<file path="config.mk">
export PLATFORM = sky130hd
export DESIGN_NAME = fetch_unit
export DESIGN_NICKNAME = d
export VERILOG_FILES = /design/src/rtl/fetch_unit_pkg.sv /design/src/rtl/fetch_unit_fifo.sv /design/src/rtl/fetch_unit.sv
export SDC_FILE = /design/constraint.sdc
export NUM_CORES = 1
export LEC_CHECK = 0
export ABC_CLOCK_PERIOD_IN_PS = 8970
export CAP_MARGIN = 20
export CORE_MARGIN = 5
export CORE_UTILIZATION = 50
export DETAILED_ROUTE_END_ITERATION = 10
export PLACE_DENSITY_LB_ADDON = 0.2
export SLEW_MARGIN = 20
export SYNTH_ARGS = -nofsm -noshare
export SYNTH_HDL_FRONTEND = slang
export SYNTH_SLANG_ARGS = --single-unit
</file>
<file path="constraint.sdc">
create_clock -name clk -period 8.97 [get_ports clk]
set_clock_uncertainty 0.1 [all_clocks]
set_input_delay 1.794 -clock clk [delete_from_list [all_inputs] [get_ports clk]]
set_output_delay 1.794 -clock clk [all_outputs]
set_load 0.005 [all_outputs]
</file>
<file path="src/rtl/fetch_unit_pkg.sv">
// Shared fetch-unit definitions: FSM encoding, datapath widths and the default reset PC.
package fetch_unit_pkg;

    localparam int INS_W  = 32;
    localparam int ADDR_W = 32;

    localparam logic [ADDR_W-1:0] DEF_RESET_PC = 32'h0000_0000;

    typedef enum logic {
        S_RUN   = 1'b0,
        S_DRAIN = 1'b1
    } state_t;

endpackage

</file>
<file path="src/rtl/fetch_unit_fifo.sv">
// Synchronous FIFO with flush; head is presented combinationally from the read pointer.
module sync_fifo #(
    parameter int WIDTH = 64,
    parameter int DEPTH = 4
) (
    input  logic                   clk,
    input  logic                   rst,
    input  logic                   push,
    input  logic                   pop,
    input  logic                   flush,
    input  logic [WIDTH-1:0]       din,
    output logic [WIDTH-1:0]       dout,
    output logic                   full,
    output logic                   empty,
    output logic [$clog2(DEPTH):0] count
);

    localparam int AW = $clog2(DEPTH);
    localparam int CW = AW + 1;

    logic [WIDTH-1:0] mem [DEPTH];
    logic [AW-1:0]    wr_ptr;
    logic [AW-1:0]    rd_ptr;
    logic             do_push;
    logic             do_pop;

    assign empty   = (count == '0);
    assign full    = (count == CW'(DEPTH));
    assign do_pop  = pop && !empty;
    // A full FIFO still accepts a push when the head leaves in the same cycle.
    assign do_push = push && (!full || do_pop);
    assign dout    = mem[rd_ptr];

    always_ff @(posedge clk) begin
        if (!rst) begin
            wr_ptr <= '0;
            rd_ptr <= '0;
            count  <= '0;
            for (int i = 0; i < DEPTH; i++) begin
                mem[i] <= '0;
            end
        end else if (flush) begin
            wr_ptr <= '0;
            rd_ptr <= '0;
            count  <= '0;
        end else begin
            if (do_push) begin
                mem[wr_ptr] <= din;
                wr_ptr      <= wr_ptr + AW'(1);
            end
            if (do_pop) begin
                rd_ptr <= rd_ptr + AW'(1);
            end
            count <= count + CW'(do_push) - CW'(do_pop);
        end
    end

    always_ff @(posedge clk) begin
        if (rst && !flush) begin
            assert (!(push && full && !pop));
        end
    end

endmodule

</file>
<file path="src/rtl/fetch_unit.sv">
// Instruction fetch: PC, credit-limited imem requests, response FIFO, redirect flush and drain.
//  state   | meaning
//  S_RUN   | issuing requests, pushing responses into the FIFO
//  S_DRAIN | requests held off, dropping responses issued before a redirect
module fetch_unit
    import fetch_unit_pkg::*;
#(
    parameter int                DEPTH    = 4,
    parameter logic [ADDR_W-1:0] RESET_PC = DEF_RESET_PC
) (
    input  logic              clk,
    input  logic              rst,
    output logic              imem_req,
    output logic [ADDR_W-1:0] imem_addr,
    input  logic              imem_gnt,
    input  logic              imem_rvalid,
    input  logic [INS_W-1:0]  imem_rdata,
    output logic [INS_W-1:0]  ins,
    output logic [ADDR_W-1:0] ins_pc,
    output logic              ins_valid,
    input  logic              ins_ready,
    input  logic              redirect,
    input  logic [ADDR_W-1:0] redirect_pc
);

    localparam int            CW      = $clog2(DEPTH) + 1;
    localparam logic [CW:0]   CREDITS = (CW + 1)'(DEPTH);

    state_t                    state;
    state_t                    state_next;
    logic [ADDR_W-1:0]         pc;
    logic [ADDR_W-1:0]         pc_next;
    logic [CW-1:0]             outstanding;
    logic [CW-1:0]             out_next;
    logic [CW-1:0]             discard;
    logic [CW-1:0]             disc_next;
    logic [CW-1:0]             fifo_count;
    logic [CW-1:0]             in_transit;
    logic [CW:0]               in_flight;
    logic                      run_en;
    logic                      issue;
    logic                      push;
    logic                      fifo_full;
    logic                      fifo_empty;
    logic [ADDR_W-1:0]         resp_pc;
    logic [INS_W+ADDR_W-1:0]   head;

    // run_en delays the first request by one cycle after reset is released.
    assign in_flight  = {1'b0, fifo_count} + {1'b0, outstanding};
    assign imem_req   = run_en && (state == S_RUN) && (in_flight < CREDITS) && !fifo_full;
    assign imem_addr  = pc;
    assign issue      = imem_req && imem_gnt;
    assign push       = imem_rvalid && (state == S_RUN) && !redirect;
    assign in_transit = outstanding + CW'(issue) - CW'(imem_rvalid);
    // Responses are in order, so the oldest outstanding request sits that many words behind pc.
    assign resp_pc    = pc - (ADDR_W'(outstanding) << 2);
    assign ins_valid  = !fifo_empty;
    assign ins        = head[INS_W+ADDR_W-1:ADDR_W];
    assign ins_pc     = head[ADDR_W-1:0];

    always_comb begin
        state_next = state;
        pc_next    = pc;
        out_next   = outstanding;
        disc_next  = discard;
        if (state == S_RUN) begin
            out_next = in_transit;
            if (issue) begin
                pc_next = pc + ADDR_W'(4);
            end
        end else if (imem_rvalid) begin
            disc_next = discard - CW'(1);
            if (discard == CW'(1)) begin
                state_next = S_RUN;
            end
        end
        if (redirect) begin
            pc_next = redirect_pc & ~ADDR_W'(3);
            if (state == S_RUN) begin
                out_next   = '0;
                disc_next  = in_transit;
                state_next = (in_transit != '0) ? S_DRAIN : S_RUN;
            end
        end
    end

    always_ff @(posedge clk) begin
        if (!rst) begin
            state       <= S_RUN;
            pc          <= RESET_PC;
            outstanding <= '0;
            discard     <= '0;
            run_en      <= 1'b0;
        end else begin
            state       <= state_next;
            pc          <= pc_next;
            outstanding <= out_next;
            discard     <= disc_next;
            run_en      <= 1'b1;
        end
    end

    sync_fifo #(
        .WIDTH (INS_W + ADDR_W),
        .DEPTH (DEPTH)
    ) u_fifo (
        .clk   (clk),
        .rst   (rst),
        .push  (push),
        .pop   (ins_ready),
        .flush (redirect),
        .din   ({imem_rdata, resp_pc}),
        .dout  (head),
        .full  (fifo_full),
        .empty (fifo_empty),
        .count (fifo_count)
    );

endmodule

</file>
==> summary.md, run 1 <==
| Metric | Value |
|---|---|
| Slew headroom | 36.0% |
| # rows | 60 |
| Post-Synthesis Cells | 1028 |
| Clock power share | 41.1% |
| Pwr per Cell Area | 197 mW/mm^2 |
| Final #Nets | 1250 |
| Input/output buffers | 161 |
| Worst setup EP type | output pin |
| FF+latch count, synth | 295 |
| Routed WL | 31.4 mm |
| Routed Antenna Nets | 0 |
| Hpwl dp | 19.1 mm |
| Via count | 8591 |
| Largest area contributor in the netlist | edfxtp_1 |
| Die height | 175 um |
| RSZ-0062 raised after global routing | no |
| Mux cell area share after synthesis | 10.2% |
| Max cap viols | 0 |
| Wire per inst | 20.5 um |
| H-tree depth | 1 |
| Combinational share of power | 10.2% |
| Root buffer cell | clkbuf_16 |
| Critical Path RT | 7.08 ns |
| WHS Path Cells | 2 |
| Largest net degree at the start of global routing | 63 |
| Netlist cell types | 51 |
| Startpoint types | register |
| Worst-path clk slew | 0.06 ns |
| Initial antenna violation count | 0 |
| Vias in the first global route | 8800 |
| Global route overflow | 0 |
| Slew Limit Fails | 0 |
| First-pass DRT Iterations | 5 |
| Clock sink total | 295 |
| Largest family of logic cells by synthesized area | simple AND/OR/NAND/NOR gates |
| Worst flop-to-flop path endpoint | state |
| Postcts setup bufs | 0 |
| Asr flop ratio synth | 0% |
| Fill cells | 2074 |
| Vias per std cell | 5.61 |
| Most frequent cells in the layout | edfxtp_1 (248), clkdlybuf4s50_1 (161), and2_1 (135), nor2_1 (135), mux4_2 (62) |
| Boundary Pins | 168 |
| Initial Util | 50.7% |
| Synth warnings | 0 |
| Pint | 2.53 mW |
| CORE AREA | 0.0270 mm^2 |
| Seq pwr share | 48.7% |
| Switching pwr | 761 uW |
| Xor/xnor share of the synthesized area | 3.27% |
| Flop2flop setup slack | 4.78 ns |
| CP peak stage delay | 0.81 ns |
| Outcome | finished, final reports clean |
| Layout area overhead | 22.1% |
| Post-Synth Adder-Cell Area | 1.54% |
| CTS Buffer Depth | 3 |
| Tmin final | 5.03 ns |
| Gp weighted congestion | 0.830 |
| HP Start | u_fifo.rd_ptr[0] |
| Post-synthesis compound-gate area fraction | 4.12% |
| Simple-gate area share of the yosys netlist | 16.4% |
| Critical path buffers and inverters | 2 |
| Fraction of layout cells with a size suffix above 1 | 13.1% |
| # DRC | 0 |
| Post-Syn Area | 0.0137 mm^2 |
| Final worst-path cycle share | 56.0% |
| Leakage | 5.76 nW |
| CP Class | reg2out |
| Commonest non-fill, non-tap cell in the layout | edfxtp_1 |
| Critical-path maximum fanout | 46 |
| Largest delay contributor family on the critical path | buffers and inverters |
| Sequential area share after synthesis | 61.4% |
| Top cells by area, synth | edfxtp_1 (55%), mux4_2 (10%), dfxtp_1 (6.9%), and2_1 (6.2%), nor2_1 (3.7%) |
| Post-CTS Resized | 0 |
| Worst r2r path cells | 14 |
| Layout Utilization | 61.9% |
| Top cell type's share of synthesized area | 54.6% |
| Global-route wire length before repair | 49.8 mm |
| GRT Overall Usage | 20.5% |
| Hold-fix buffers at CTS | 0 |
| CTS buffer count | 31 |
| Iteration-0 DRC Markers | 628 |
| Fmax achieved | 199 MHz |
| Setup TNS | 0 ns |
| Final Hold Fails | 0 |
| Ys flop type | edfxtp_1 |
| Die area | 0.0307 mm^2 |
| Crit-path cells | buf_4 > mux4_2 > clkdlybuf4s50_1 |
| CTS tree | done |
| Worst Path Arrival | 3.13 ns |
| Hold WS | 0.439 ns |
| Worst Hold Class | reg2reg |
| Antenna cells | 0 |
| Worst-skew pair later-pin latency | 0.57 ns |
| Worst path slowest cell | buf_4 |
| Setup violators final | 0 |
| Die Wd | 175 um |
| Least-Margin Pin Slew | 0.960 ns |
| Max IR drop VDD | 121 uV |
| EDFF count, synth | 248 |
| Post-synthesis average cell area | 13.3 um^2 |
| Switching share of total power | 23.1% |
==> Yosys cell counts (3+ instances only) <==
library cell  instances
buf_4                 5
nand3_1              11
edfxtp_1            248
and3_1               10
or3_1                14
fa_1                  3
nor3b_1               4
xnor2_1              39
nor2_1              135
clkbuf_1             56
a211oi_1              6
nand4_1              12
nand4b_1              3
o21ai_0              29
nand2_1              24
ha_1                 12
nor2b_1               3
nor4b_1               3
a31oi_1               8
a21oi_1              38
inv_1                18
and2_1              135
or4_1                 7
dfxtp_1              47
a221o_1               3
nor4_1               13
nor3_1               17
xor2_1               12
buf_2                 9
buf_1                 7
o31ai_1               4
or4_4                 5
mux4_2               62
==> logic make-up (layout without fill, tap and decap cells) <==
| family | after synthesis | after routing |
|---|---|---|
| other | 1 | 4 |
| multiplexers | 62 | 62 |
| AO/OA/AOI/OAI | 97 | 97 |
| AND/OR/NAND/NOR | 410 | 410 |
| buffers and inverters | 97 | 256 |
| adder cells (fa/ha/maj) | 15 | 15 |
| XOR/XNOR | 51 | 51 |
| flip-flops | 295 | 295 |
==> final cells by class <==
type	instances	area [um^2]	share of cell area [%]
Inverter	18	67.6	0.405
Multi-Input combinational cell	639	4900	29.4
Timing Repair Buffer	180	1790	10.7
Clock buffer	34	817	4.90
Sequential cell	295	8390	50.3
Tap cell	341	427	2.56
Clock inverter	24	282	1.69
==> worst min-delay path: stages, from the launching register on <==
cell and delay, ns:
dfxtp_1 0.34, xnor2_1 0.09, nor2_1 0.07
==> how the worst max path moves through the flow <==
stage,from,to,cells after the start,slack (ns)
3_5_place_dp,redirect,u_fifo.mem[3][22],5,3.73
3_3_place_gp,redirect,u_fifo.mem[3][33],5,3.76
2_1_floorplan,imem_rvalid,u_fifo.mem[3][10],4,1.61
5_1_grt,register,ins_pc[2],3,3.70
4_1_cts,register,ins_pc[2],3,3.83
6_report,register,ins_pc[25],3,3.94
==> routing by layer <==
layer | part of all wire [%] | up-vias | global-route usage [%] | routed length [um]
met1 | 42 | 4205 | 27.5 | 13100
met4 | 2.0 | 0 | 4.19 | 637
met5 | 0 | - | 0 | 0
met3 | 6.9 | 42 | 3.94 | 2180
li1 | - | 4067 | - | -
met2 | 49 | 277 | 35.3 | 15400
==> sequential cells by signal, indices dropped and copies added, names as in the netlist, named ones only <==
name,flops
state,1
u_fifo.rd_ptr,2
u_fifo.count,3
u_fifo.mem,248
run_en,1
discard,3
imem_addr,30
u_fifo.wr_ptr,2
==> through the flow <==
| stage | setup WS, ns | instance area [um^2] | power (mW) | cells |
|---|---|---|---|---|
| 2_1_floorplan | 1.61 | 13700 | 1.80 | 1031 |
| 3_3_place_gp | 3.76 | 15500 | 1.96 | 1472 |
| 3_5_place_dp | 3.73 | 15500 | 1.97 | 1472 |
| 4_1_cts | 3.83 | 16600 | 3.31 | 1530 |
| 5_1_grt | 3.70 | 16700 | 3.41 | 1531 |
| 6_report | 3.94 | 16700 | 3.29 | 1531 |
==> power by group through the flow <==
stage / combinational (mW) / clock (mW) / sequential [mW]
6_report: 0.337 / 1.35 / 1.60
2_1_floorplan: 0.197 / 0 / 1.61
5_1_grt: 0.370 / 1.43 / 1.61
4_1_cts: 0.340 / 1.37 / 1.60
3_5_place_dp: 0.338 / 0 / 1.63
3_3_place_gp: 0.336 / 0 / 1.63
Power figures use the tool's default switching activity.
==> run 2: changes to the inputs <==
--- a/config.mk
+++ b/config.mk
@@ -5,7 +5,7 @@
 export SDC_FILE = /design/constraint.sdc
 export NUM_CORES = 1
 export LEC_CHECK = 0
-export ABC_CLOCK_PERIOD_IN_PS = 8970
+export ABC_CLOCK_PERIOD_IN_PS = 5000
 export CAP_MARGIN = 20
 export CORE_MARGIN = 5
 export CORE_UTILIZATION = 50
==> constraint.sdc (replaced) <==
create_clock -name clk -period 5 [get_ports clk]
set_clock_uncertainty 0.1 [all_clocks]
set_input_delay 1 -clock clk [delete_from_list [all_inputs] [get_ports clk]]
set_output_delay 1 -clock clk [all_outputs]
set_load 0.005 [all_outputs]
==> run 2 against run 1 <==
Sequential cell count unchanged. Combinational power grew 81%. Power is 74% higher. Utilization is 0.30 points lower. Sequential share of layout area is 0.24 points higher. Critical endpoint is now state.
==> summary.md, run 2 (synthesis results as in run 1) <==
| Metric | Value |
|---|---|
| Outcome | finished, final reports clean (unchanged) |
| Setup TNS | 0 ns (unchanged) |
| Total power | 5.71 mW (was 3.29 mW) |
| Global-route wire length before repair | 49.9 mm (was 49.8 mm) |
| Most frequent cells in the layout | edfxtp_1 (248), clkdlybuf4s50_1 (161), and2_1 (135), nor2_1 (135), mux4_2 (62) (unchanged) |
| Post-CTS Resized | 0 (unchanged) |
| Initial antenna violation count | 0 (unchanged) |
| Met3 GRT Util | 3.70% (was 3.94%) |
| Layout area overhead | 21.5% (was 22.1%) |
| Iteration-0 DRC Markers | 610 (was 628) |
| Die height | 175 um (unchanged) |
| Vias in the first global route | 9046 (was 8800) |
| Die area | 0.0307 mm^2 (unchanged) |
| CORE AREA | 0.0270 mm^2 (unchanged) |
| Input/output buffers | 161 (unchanged) |
| Max IR drop VDD | 264 uV (was 121 uV) |
| Max FFs per register | 248 (unchanged) |
| Worst Hold Class | reg2reg (unchanged) |
| CTS Buffer Depth | 3 (unchanged) |
| Met2 usage | 34.8% (was 35.3%) |
| Leakage | 5.75 nW (was 5.76 nW) |
| Fraction of layout cells with a size suffix above 1 | 12.7% (was 13.1%) |
| Pwr per Cell Area | 344 mW/mm^2 (was 197 mW/mm^2) |
| Final worst-path cycle share | 78.0% |
| Final #Nets | 1255 (was 1250) |
| # rows | 60 (unchanged) |
| Tmin final | 3.90 ns |
| Via count | 8639 (was 8591) |
| Worst-path clk slew | 0.06 ns (about the same) |
| Setup violators final | 0 (unchanged) |
| Vias per std cell | 5.63 (was 5.61) |
| Critical Path RT | 5.31 ns (was 7.08 ns) |
| Clock sink total | 295 (unchanged) |
| GRT Overall Usage | 20.4% (was 20.5%) |
| Grt peak-use layer | met2 (unchanged) |
| Die Wd | 175 um (unchanged) |
| CTS buffer count | 30 (was 31) |
| First-pass DRT Iterations | 5 (unchanged) |
| Slew headroom | 41.1% (was 36.0%) |
| Critical-path maximum fanout | 20 (was 46) |
| Routed WL | 31.3 mm (was 31.4 mm) |
| CP Class | reg2reg (was reg2out) |
| Gp weighted congestion | 0.837 (was 0.830) |
| Worst setup EP type | register (was output pin) |
| Post-Place Setup Slack | 0.641 ns (was 3.73 ns) |
| Slew Limit Fails | 0 (unchanged) |
| Hold-fix buffers at CTS | 0 (unchanged) |
| H-tree depth | 1 (unchanged) |
| Root buffer cell | clkbuf_16 (unchanged) |
| Fmax achieved | 256 MHz |
| Top register by number of flip-flops | u_fifo.mem (unchanged) |
| Setup ws final | 1.10 ns (was 3.94 ns) |
| Startpoint types | register (unchanged) |
| Commonest non-fill, non-tap cell in the layout | edfxtp_1 (unchanged) |
| Met1 Usage GRT | 27.6% (was 27.5%) |
| Final Hold Fails | 0 (unchanged) |
| Worst-skew pair later-pin latency | 0.54 ns (was 0.57 ns) |
| Hold WS | 0.471 ns (was 0.439 ns) |
| Antenna cells | 0 (unchanged) |
| Largest net degree at the start of global routing | 53 (was 63) |
| Initial Util | 50.7% (unchanged) |
| Worst Path Arrival | 4.21 ns (was 3.13 ns) |
| Boundary Pins | 168 (unchanged) |
| Max cap viols | 0 (unchanged) |
| # DRC | 0 (unchanged) |
| RSZ-0062 raised after global routing | no (unchanged) |
| Global route overflow | 0 (unchanged) |
| Hpwl dp | 19.7 mm (was 19.1 mm) |
| Wire per inst | 20.4 um (was 20.5 um) |
| Postcts setup bufs | 0 (unchanged) |
| Routed Antenna Nets | 0 (unchanged) |
| CTS tree | done (unchanged) |
| Least-Margin Pin Slew | 0.883 ns (was 0.960 ns) |
run 2: cell count changes in the layout (fill, tap and decap cells not counted), sizes merged:
cell / previous run / this run
buf: 19 / 25
clkbuf: 34 / 39
clkinvlp: 8 / 2
bufinv: 5 / 4
inv: 19 / 18
run 2: worst paths after layout:
path | start | end | slack [ns] | cells past startpoint
hold reg to reg | u_fifo.rd_ptr[0] | register | 0.47 | 2
hold / removal | u_fifo.rd_ptr[0] | register | 0.47 | 2
setup / recovery | register | state | 1.10 | 15
setup reg to reg | register | state | 1.10 | 15
run 2: layer usage:
| metal | vias up | wire length, um |
|---|---|---|
| li1 | 4056 | - |
| met1 | 4287 | 13300 |
| met2 | 261 | 15600 |
| met3 | 35 | 2000 |
| met4 | 0 | 422 |
| met5 | - | 0 |
run 2: critical path, cell delays in order (launching register included):
cell     delay (ns)
dfxtp_1        0.44
ha_1           0.26
or4_1          0.50
buf_4          0.22
nor2_1         0.20
inv_1          0.10
ha_1           0.28
inv_1          0.06
ha_1           0.13
inv_1          0.05
fa_1           0.38
xnor2_1        0.26
xnor2_1        0.12
or3b_2         0.44
a21oi_1        0.15
nor3_1         0.07
run 2: final cells by class:
| class | count | area (um^2) |
|---|---|---|
| Multi-Input combinational cell | 639 | 4900 |
| Clock buffer | 39 | 806 |
| Timing Repair Buffer | 186 | 1820 |
| Sequential cell | 295 | 8390 |
| Clock inverter | 16 | 175 |
| Tap cell | 341 | 427 |
| Fill cell | 2065 | 10400 |
| Inverter | 18 | 67.6 |
run 2: through the flow:
step                      cells  cell area, um^2  util [%]
after floorplan            1031            13700         -
after detailed placement   1479            15600      57.9
final                      1534            16600      61.6
after global routing       1534            16600      61.6
after CTS                  1534            16600      61.6
after global placement     1479            15600      57.9
run 2: power breakdown:
part	internal (mW)	switching (mW)	total, mW
clock	1.33	0.896	2.23
combinational	0.306	0.303	0.610
sequential	2.78	0.0880	2.87
